===== config.mk =====
export PLATFORM = sky130hd
export DESIGN_NAME = monster_spawner
export DESIGN_NICKNAME = d
export VERILOG_FILES = /design/src/rtl/starship_pkg.sv /design/src/rtl/monster_spawner_lfsr16.sv /design/src/rtl/monster_spawner.sv
export SDC_FILE = /design/constraint.sdc
export NUM_CORES = 1
export LEC_CHECK = 0
export BUFFER_PORTS_ARGS = -buffer_cell sky130_fd_sc_hd__clkbuf_2
export CAP_MARGIN = 20
export CORE_AREA = 4 4 83 85
export CTS_CLUSTER_SIZE = 24
export DETAILED_ROUTE_END_ITERATION = 16
export DIE_AREA = 0 0 87 89
export HOLD_SLACK_MARGIN = 0.02
export PLACE_DENSITY = 0.66
export SETUP_SLACK_MARGIN = 0.4
export SLEW_MARGIN = 10
export SYNTH_ARGS = -nofsm -noshare
export SYNTH_HDL_FRONTEND = slang
export SYNTH_SLANG_ARGS = --single-unit

===== constraint.sdc =====
create_clock -name timerClk -period 6.4 [get_ports timerClk]
set_input_delay 1.28 -clock timerClk [delete_from_list [all_inputs] [get_ports timerClk]]
set_output_delay 1.28 -clock timerClk [all_outputs]
set_load 0.02 [all_outputs]

===== src/rtl/starship_pkg.sv =====
// Shared starship package: state encodings, spawner parameter defaults,
// LFSR tap mask and lane index constants, plus a small one-hot helper.
// Ports: none (package only).
package starship_pkg;

   // Spawner control states
   typedef enum logic [1:0] {
      IDLE = 2'd0,
      RUN  = 2'd1,
      HALT = 2'd2
   } spawner_state_t;

   // Parameter defaults for the monster spawner
   localparam logic [15:0] DEF_LFSR_SEED        = 16'hACE1;
   localparam int          DEF_INIT_INTERVAL    = 40;
   localparam int          DEF_MIN_INTERVAL     = 10;
   localparam int          DEF_STEP             = 2;
   localparam int          DEF_SPAWNS_PER_LEVEL = 8;

   // Feedback taps for x^16+x^14+x^13+x^11+1 in a left-shifting register
   // (bits 15, 13, 12, 10 of the current value)
   localparam logic [15:0] LFSR_TAPS = 16'hB400;

   // Lane indices as seen on monster_busy / spawn_req
   localparam logic [1:0] LANE_TOP    = 2'd0;
   localparam logic [1:0] LANE_BOTTOM = 2'd1;
   localparam logic [1:0] LANE_LEFT   = 2'd2;
   localparam logic [1:0] LANE_RIGHT  = 2'd3;

   // Saturation limits
   localparam logic [3:0] LEVEL_MAX = 4'd15;
   localparam logic [7:0] COUNT_MAX = 8'd255;

   // Converts a lane index into its spawn_req bit
   function automatic logic [3:0] lane_onehot(input logic [1:0] lane);
      return 4'b0001 << lane;
   endfunction

endpackage


===== src/rtl/monster_spawner_lfsr16.sv =====
// lfsr16: 16-bit Fibonacci LFSR used as the spawner's random source.
// Ports:
//   clk  - clock
//   rst  - asynchronous active-high reset, loads SEED
//   q    - current register value
module lfsr16
   import starship_pkg::*;
#(
   parameter logic [15:0] SEED = DEF_LFSR_SEED
) (
   input  logic        clk,
   input  logic        rst,
   output logic [15:0] q
);

   // Shifts every cycle with the XOR of the tapped bits entering at bit 0.
   // The all-zero value is a lock-up state for an XOR LFSR, so it is
   // recovered by reloading the seed rather than shifting.
   always_ff @(posedge clk or posedge rst) begin
      if (rst) begin
         q <= SEED;
      end else if (q == 16'h0000) begin
         q <= SEED;
      end else begin
         q <= {q[14:0], ^(q & LFSR_TAPS)};
      end
   end

endmodule


===== src/rtl/monster_spawner.sv =====
// monster_spawner: times monster spawn events, picks a free lane using an
// LFSR, and raises difficulty as spawns accumulate.
// Ports:
//   timerClk     - clock
//   Reset        - asynchronous active-high reset
//   play_flag    - game start request
//   game_over    - OR of all monster controllers' game_over
//   monster_busy - per-lane monster present (0 top, 1 bottom, 2 left, 3 right)
//   spawn_req    - registered one-hot spawn pulse per lane
//   level        - current difficulty level (saturates at 15)
//   spawn_count  - spawns issued this game (saturates at 255)
module monster_spawner
   import starship_pkg::*;
#(
   parameter logic [15:0] LFSR_SEED        = DEF_LFSR_SEED,
   parameter int          INIT_INTERVAL    = DEF_INIT_INTERVAL,
   parameter int          MIN_INTERVAL     = DEF_MIN_INTERVAL,
   parameter int          STEP             = DEF_STEP,
   parameter int          SPAWNS_PER_LEVEL = DEF_SPAWNS_PER_LEVEL
) (
   input  logic       timerClk,
   input  logic       Reset,
   input  logic       play_flag,
   input  logic       game_over,
   input  logic [3:0] monster_busy,
   output logic [3:0] spawn_req,
   output logic [3:0] level,
   output logic [7:0] spawn_count
);

   spawner_state_t state, state_nxt;

   logic [15:0] lfsr_q;
   logic        lfsr_unused;
   logic [7:0]  tick_cnt;
   logic [7:0]  level_spawns;
   logic [11:0] level_dec;
   logic [7:0]  interval;
   logic        spawn_event;
   logic [1:0]  candidate;
   logic [1:0]  scan_idx;
   logic [1:0]  lane_sel;
   logic        lane_found;

   lfsr16 #(
      .SEED (LFSR_SEED)
   ) u_lfsr (
      .clk (timerClk),
      .rst (Reset),
      .q   (lfsr_q)
   );

   // Only the two low LFSR bits pick a lane; the rest is folded here so the
   // remaining bits are visibly consumed.
   assign lfsr_unused = ^lfsr_q[15:2];
   assign candidate   = lfsr_q[1:0];

   // State register for the IDLE/RUN/HALT controller.
   always_ff @(posedge timerClk or posedge Reset) begin
      if (Reset) begin
         state <= IDLE;
      end else begin
         state <= state_nxt;
      end
   end

   // Next-state logic. game_over is checked before anything else in RUN so
   // a game ending on a spawn cycle never produces that spawn.
   always_comb begin
      state_nxt = state;
      case (state)
         IDLE:    if (play_flag) state_nxt = RUN;
         RUN:     if (game_over) state_nxt = HALT;
         HALT:    if (!game_over && !play_flag) state_nxt = IDLE;
         default: state_nxt = IDLE;
      endcase
   end

   // Spawn interval shrinks by STEP per level down to MIN_INTERVAL. The
   // subtraction is only taken when it cannot drop below the clamp, so a
   // large level*STEP never wraps around.
   always_comb begin
      level_dec = 12'(level) * 12'(STEP);
      if (12'(INIT_INTERVAL) > level_dec + 12'(MIN_INTERVAL)) begin
         interval = 8'(12'(INIT_INTERVAL) - level_dec);
      end else begin
         interval = 8'(MIN_INTERVAL);
      end
   end

   assign spawn_event = (state == RUN) && !game_over && (tick_cnt == interval - 8'd1);

   // Lane choice: starting at the random candidate, take the first lane
   // without a monster, wrapping around through all four lanes.
   always_comb begin
      lane_found = 1'b0;
      lane_sel   = candidate;
      scan_idx   = candidate;
      for (int i = 0; i < 4; i++) begin
         scan_idx = candidate + 2'(i);
         if (!lane_found && !monster_busy[scan_idx]) begin
            lane_found = 1'b1;
            lane_sel   = scan_idx;
         end
      end
   end

   // Tick counter, spawn pulse and difficulty bookkeeping. Counters clear
   // when a game starts and are simply held in IDLE and HALT. A spawn event
   // with every lane occupied still restarts the tick counter but issues
   // nothing and counts nothing. Level changes only affect the interval
   // compare, so the new interval takes hold from the next event onward.
   always_ff @(posedge timerClk or posedge Reset) begin
      if (Reset) begin
         tick_cnt     <= '0;
         spawn_req    <= '0;
         level        <= '0;
         spawn_count  <= '0;
         level_spawns <= '0;
      end else begin
         spawn_req <= '0;
         if (state == IDLE && play_flag) begin
            tick_cnt     <= '0;
            level        <= '0;
            spawn_count  <= '0;
            level_spawns <= '0;
         end else if (spawn_event) begin
            tick_cnt <= '0;
            if (lane_found) begin
               spawn_req <= lane_onehot(lane_sel);
               if (spawn_count != COUNT_MAX) begin
                  spawn_count <= spawn_count + 8'd1;
               end
               if (level_spawns == 8'(SPAWNS_PER_LEVEL - 1)) begin
                  level_spawns <= '0;
                  if (level != LEVEL_MAX) begin
                     level <= level + 4'd1;
                  end
               end else begin
                  level_spawns <= level_spawns + 8'd1;
               end
            end
         end else if (state == RUN && !game_over) begin
            tick_cnt <= tick_cnt + 8'd1;
         end
      end
   end

endmodule


# Yosys cells after proc, flatten, opt, wreduce, memory -nomap -nowiden

Index checks and enable logic that the tools add are counted.

$add $sub $neg: 10
$lt $le $gt $ge: 5
Eq/ne operators: 9
Shifts and indexed selects: 1
Multiplexer cells: 40
Reduce and logical (&&, ||, !) cells: 27

Operator list:

| cell                  | number |
|---|---|
| $mux W8               | 12 |
| $mux W4               | 8 |
| $add A8 B1 Y8 const B | 3 |
| $logic_not A16 Y1     | 1 |
| $mux W16              | 1 |
| $reduce_xor A16 Y1    | 1 |
| $lt A2 B3 Y1 const B  | 4 |
| $mux W2               | 6 |
| $reduce_bool A2 Y1    | 5 |
| $bmux W1 S2           | 4 |
| $eq A8 B3 Y1 const B  | 1 |
| $eq A8 B8 Y1          | 1 |
| $mux W1               | 8 |
| $ne A8 B8 Y1 const B  | 1 |
| $sub A8 B1 Y8 const B | 1 |
| $logic_and A1 B1 Y1   | 7 |
| $logic_not A1 Y1      | 7 |
| $sub A6 B5 Y7 const A | 1 |
| $add A5 B4 Y6 const B | 1 |
| $gt A6 B6 Y1 const A  | 1 |
| $ne A2 B2 Y1 const B  | 3 |
| $pmux W2 S3           | 1 |
| $reduce_and A3 Y1     | 2 |
| $add A2 B2 Y2 const B | 2 |
| 10 further kinds      | 10 |

Register bits: 50
Input bits: 8
Output and inout port bits: 16
Logic and storage cells: 99

# Depth between registers and ports, before layout

Depth after elaboration: 16
Gate-level depth with buffers: 15
Mapped depth without buffers: 12

# Cells and area by module

From an unflattened synthesis, not the netlist that was laid out.

Cell total of the unflattened synthesis: 313
Area, all modules: 2907.8 µm²

By module, submodules not included:

| module          | times used | cells an instance | area each (µm²) | seq. area each (µm²) |
|---|---|---|---|---|
| monster_spawner | 1          | 262               | 2272.2          | 850.8 |
| lfsr16          | 1          | 51                | 635.6           | 410.4 |

# Worst setup path after synthesis

OpenSTA, ideal clock, no wires.

Path kind: reg-to-reg
From: register level[0]
To: register spawn_count[3]
Library setup time: 0.078 ns
Data arrival time: 3.626 ns
Required time: 6.322 ns
Path slack: 2.696 ns
Cell stages (with the launch flop): 13
Buffers on the path: 3
Period minus slack after synthesis: 3.704 ns
Cells stage by stage: dfrtp_1 -> clkbuf_1 -> inv_1 -> ha_1 -> or4_1 -> o2111ai_1 -> a31oi_1 -> o31a_1 -> or4_1 -> buf_2 -> buf_6 -> or4_1 -> a21oi_1

Cells in the longest elaborated chain, start to end: 8
Elaborated cells between the ends (all ways): 9
Those cells by class: add/sub: 3; order compare: 1; eq/ne: 1; mux: 1; reduce/logical: 3

RTL lines:

| item                                    | line                   | RTL |
|---|---|---|
| from (decl)                             | monster_spawner.sv:27  | `output logic [3:0] level,` |
| from (signal assigned)                  | monster_spawner.sv:137 | `level <= level + 4'd1;` |
| $add A5 B4 Y6                           | monster_spawner.sv:84  | `if (12'(INIT_INTERVAL) > level_dec + 12'(MIN_INTERVAL)) begin` |
| $gt A6 B6 Y1                            | monster_spawner.sv:84  |  |
| $mux W8 (*)                             | monster_spawner.sv:84  |  |
| $sub A8 B1 Y8 (*)                       | monster_spawner.sv:91  | `assign spawn_event = (state == RUN) && !game_over && (tick_cnt == interval - 8'd1);` |
| $eq A8 B8 Y1 (*)                        | monster_spawner.sv:91  |  |
| $logic_and A1 B1 Y1 (*)                 | monster_spawner.sv:91  |  |
| $reduce_bool A2 Y1 (no source line) (*) | --                     |  |
| $reduce_and A3 Y1 (no source line) (*)  | --                     |  |
| to (signal assigned)                    | monster_spawner.sv:132 | `spawn_count <= spawn_count + 8'd1;` |
| to (decl)                               | monster_spawner.sv:28  | `output logic [7:0] spawn_count` |

Every way passes the cells marked *; elsewhere a longest branch is shown, timed or not.
A chain may end at the register's enable or synchronous reset.

# Worst setup path in the final report

From: register level[0]
To: register level_spawns[6]

Cells in the longest elaborated chain, start to end: 8
Elaborated cells between the ends (all ways): 9
Those cells by class: add/sub: 3; order compare: 1; eq/ne: 1; mux: 1; reduce/logical: 3

RTL lines:

| item                                    | line                   | RTL |
|---|---|---|
| $add A5 B4 Y6                           | monster_spawner.sv:84  |  |
| $gt A6 B6 Y1                            | monster_spawner.sv:84  |  |
| $mux W8 (*)                             | monster_spawner.sv:84  |  |
| $sub A8 B1 Y8 (*)                       | monster_spawner.sv:91  |  |
| $eq A8 B8 Y1 (*)                        | monster_spawner.sv:91  |  |
| $logic_and A1 B1 Y1 (*)                 | monster_spawner.sv:91  |  |
| $reduce_bool A2 Y1 (no source line) (*) | --                     |  |
| $reduce_and A2 Y1 (no source line) (*)  | --                     |  |
| to (signal assigned)                    | monster_spawner.sv:140 | `level_spawns <= level_spawns + 8'd1;` |
| to (decl)                               | monster_spawner.sv:36  | `logic [7:0] level_spawns;` |

Marked as above.

==> results.yml <==
setup_path:
  reg2reg_slack_ns: 2.23
  crit_required_ns: 6.62
  critPathKind: "reg -> reg"
  timing.rr.end: "level_spawns[6]$_DFFE_PP0P_"
  r2r_start: "level[0]$_DFFE_PP0P_"
  crit_start: "level[0]$_DFFE_PP0P_"
  critPathCaptureType: "flop"
  arrival_ns: 4.39
  startpoint_type: "flop"
  crit_fanout: 37
  worstRegToRegCells: 9
synth:
  synth_seq_cells: 50
  syn_area_um2: 2960
  synth_top_area_cell: "dfrtp_1"
  ys.flop_type: "dfrtp_1"
  yosys-top-cells-area: "dfrtp_1 (36%), dfstp_2 (7.1%), ha_1 (3.8%), nand2_1 (3.7%), a21oi_1 (3.4%)"
  avgSynthCellArea_um2: 8.89
  synthArstFlopShare: 1.00
  yosysTopAreaCellShare: 0.355
  synthCells: 333
  syn_nets: 350
  synth_edf_count: 0
  synthDistinctLibCells: 51
  yosysWarningCount: 0
  ys_seq_area_frac: 0.426
placed_design:
  port_buffers: 23
  dpl-instance-area_um2: 3080
  post-dp-hpwl_um: 4100
  gp_congestion: 0.822
timing:
  maxSlewHeadroom: 0.280
  hold-worst-slack_ns: 0.381
  tns_ns: 0
  final_max_slew_viol_count: 0
  worst_pin_slew_ns: 1.08
  fin_crit_ns: 4.17
  fin_worst_skew_ns: 0.00791
  finalHoldViolCount: 0
  fin_crit_sh: 0.652
  finalSetupViolCount: 0
  rsz0062_at_grt: "false"
  fmax_mhz: 240
finish:
  finish.net_count: 359
  final_layout_size_suffix_gt1_frac: 0.137
  diodes: 0
  design_area_um2: 3200
  fillers: 574
  final_core_util: 0.516
  area_growth_pct: 8.20
route:
  firstDrtPassIters: 4
  drc_errors: 0
  routedWlPerCell_um: 14.3
  routed_wirelength_um: 6000
  ant_nets: 0
  vias: 2428
  drt_iter0_drc: 107
  vias_per_cell: 5.78
min_path:
  hp-class: "reg -> reg"
  min_from: "u_lfsr.q[3]$_DFF_PP0_"
  min_to: "u_lfsr.q[4]$_DFF_PP0_"
  hold_depth: 0
global_routing:
  grt_pass1_wl_um: 10600
  gr-usage-all-layers: 0.167
  grt_pass1_vias: 2320
  antenna_found_initial: 0
  grt_max_degree: 51
  gr-total-overflow: 0
cts:
  post_cts_buffers: 0
  clk_latency_ns: 0.30
  clock_sinks: 50
  clockBufferDepth: 2
  path_clk_slew_ns: 0.09
  cts_buffers: 5
  cts_repair_resize_count: 0
  holdBufCountCts: 0
  cts_max_level: 2
  root_buffer: "clkbuf_8"
  cts_tree: "built"
die:
  die-area_um2: 7740
  coreArea_um2: 6200
  die_x_um: 87
  rows: 29
  initial_core_util: 0.477
  dieHeight_um: 89
  io_pins: 24
pwr:
  power.leakage_nw: 1.34
  pwr_density_cell_nw_per_um2: 193
  vdd_drop_max_mv: 0.101
run:
  max_cap_violations: 0
status:
  status: "finished, final reports clean"
==> cells in the mapped netlist, types with 2 or more instances <==
library cell and instances:
and2_1 5, o31ai_1 9, o21ai_0 16, a211oi_1 3, nor4_1 5, nor4b_1 3, nand3_1 18, o21a_1 2
nand4_1 8, a31oi_1 6, o2111ai_1 2, nor2_1 25, or2_2 2, nor3b_1 2, nand2_1 29, buf_2 3
and3_1 4, inv_1 12, nand2b_1 11, o211ai_1 3, o22ai_1 2, or4_1 13, nor2b_1 4, xnor2_1 8
clkbuf_1 17, a211o_1 2, xor2_1 8, ha_1 9, o21ai_1 2, a21oi_1 20, or3_1 6, nand3b_1 3
dfstp_2 8, dfrtp_1 42, nor3_1 5
==> registers in the layout, indices dropped and copies added, names as in the netlist <==
name and cells:
level 4, level_spawns 8, spawn_count 8, spawn_req 4, state 2, tick_cnt 8, u_lfsr.q 16
==> cell type report <==
class	count	area [um2]	share of cell area
flip-flops and latches	50	1260	0.394
multi-input cells	249	1570	0.489
inverters	12	45.0	0.0141
repair buffers	24	135	0.0422
well taps	77	96.3	0.0301
clock buffers	6	82.6	0.0258
clock inverters	2	16.3	0.00508
==> worst max-delay path: stages (launching register included) <==
cell and delay, ns:
dfrtp_1 0.65, inv_1 0.15, ha_1 0.42, or4_1 0.53
o2111ai_1 0.11, a31oi_1 0.08, o31a_1 0.29, or4_1 1.02
or4_1 0.67, a21oi_1 0.16
==> how the worst max path moves through the flow <==
stage	to	slack (ns)	depth (start not counted)
after floorplan	spawn_count[3]$_DFFE_PP0P_	2.70	12
after global placement	spawn_count[3]$_DFFE_PP0P_	2.16	8
after detailed placement	spawn_count[3]$_DFFE_PP0P_	2.20	8
after CTS	level_spawns[6]$_DFFE_PP0P_	2.24	9
after global routing	level[3]$_DFFE_PP0P_	1.91	9
final	level_spawns[6]$_DFFE_PP0P_	2.23	9
==> placed cells by master, fill, tap and decap left out, types with 3 or more instances in the layout <==
master    instances
dfrtp_1          42
nand2_1          29
nor2_1           25
clkbuf_2         23
a21oi_1          20
nand3_1          18
o21ai_0          16
or4_1            13
nand2b_1         11
inv_1            11
o31ai_1           9
ha_1              9
xnor2_1           8
xor2_1            8
nand4_1           8
dfstp_2           8
a31oi_1           6
or3_1             6
clkbuf_8          6
and2_1            5
nor3_1            5
and3_1            4
nor2b_1           4
nor4_1            4
nand3b_1          3
o211ai_1          3
nor4b_1           3
a211oi_1          3
==> through the flow <==
| stage | instances | total power [mW] | setup slack (ns) |
|---|---|---|---|
| 2_1_floorplan | 333 | 0.404 | 2.70 |
| 3_3_place_gp | 411 | 0.426 | 2.16 |
| 3_5_place_dp | 411 | 0.426 | 2.20 |
| 4_1_cts | 419 | 0.625 | 2.24 |
| 5_1_grt | 420 | 0.654 | 1.91 |
| 6_report | 420 | 0.617 | 2.23 |
==> per-layer routing <==
layer / vias up / track usage / routed length, um
li1: 1231 / - / -
met1: 1146 / 0.239 / 3010
met2: 47 / 0.259 / 2710
met3: 4 / 0.0323 / 236
met4: 0 / 0.0467 / 40
met5: - / 0 / 0
==> where the power goes <==
group          switching [mW]  leakage (nW)  internal, mW
combinational          0.0546         0.645        0.0243
clock                   0.106        0.0478        0.0891
sequential             0.0152         0.642         0.328
total                   0.176          1.34         0.441
==> cell families (layout without fill, tap and decap cells) <==
logic type / count (synthesis) / after routing / synth area share
buffers and inverters: 34 / 44 / 0.0469
multiplexers: 3 / 3 / 0.0148
flip-flops: 50 / 50 / 0.426
AO/OA/AOI/OAI: 75 / 75 / 0.160
XOR/XNOR: 16 / 16 / 0.0473
adder cells (fa/ha/maj): 9 / 9 / 0.0380
AND/OR/NAND/NOR: 146 / 146 / 0.267
(Power assumes the default switching activity.)
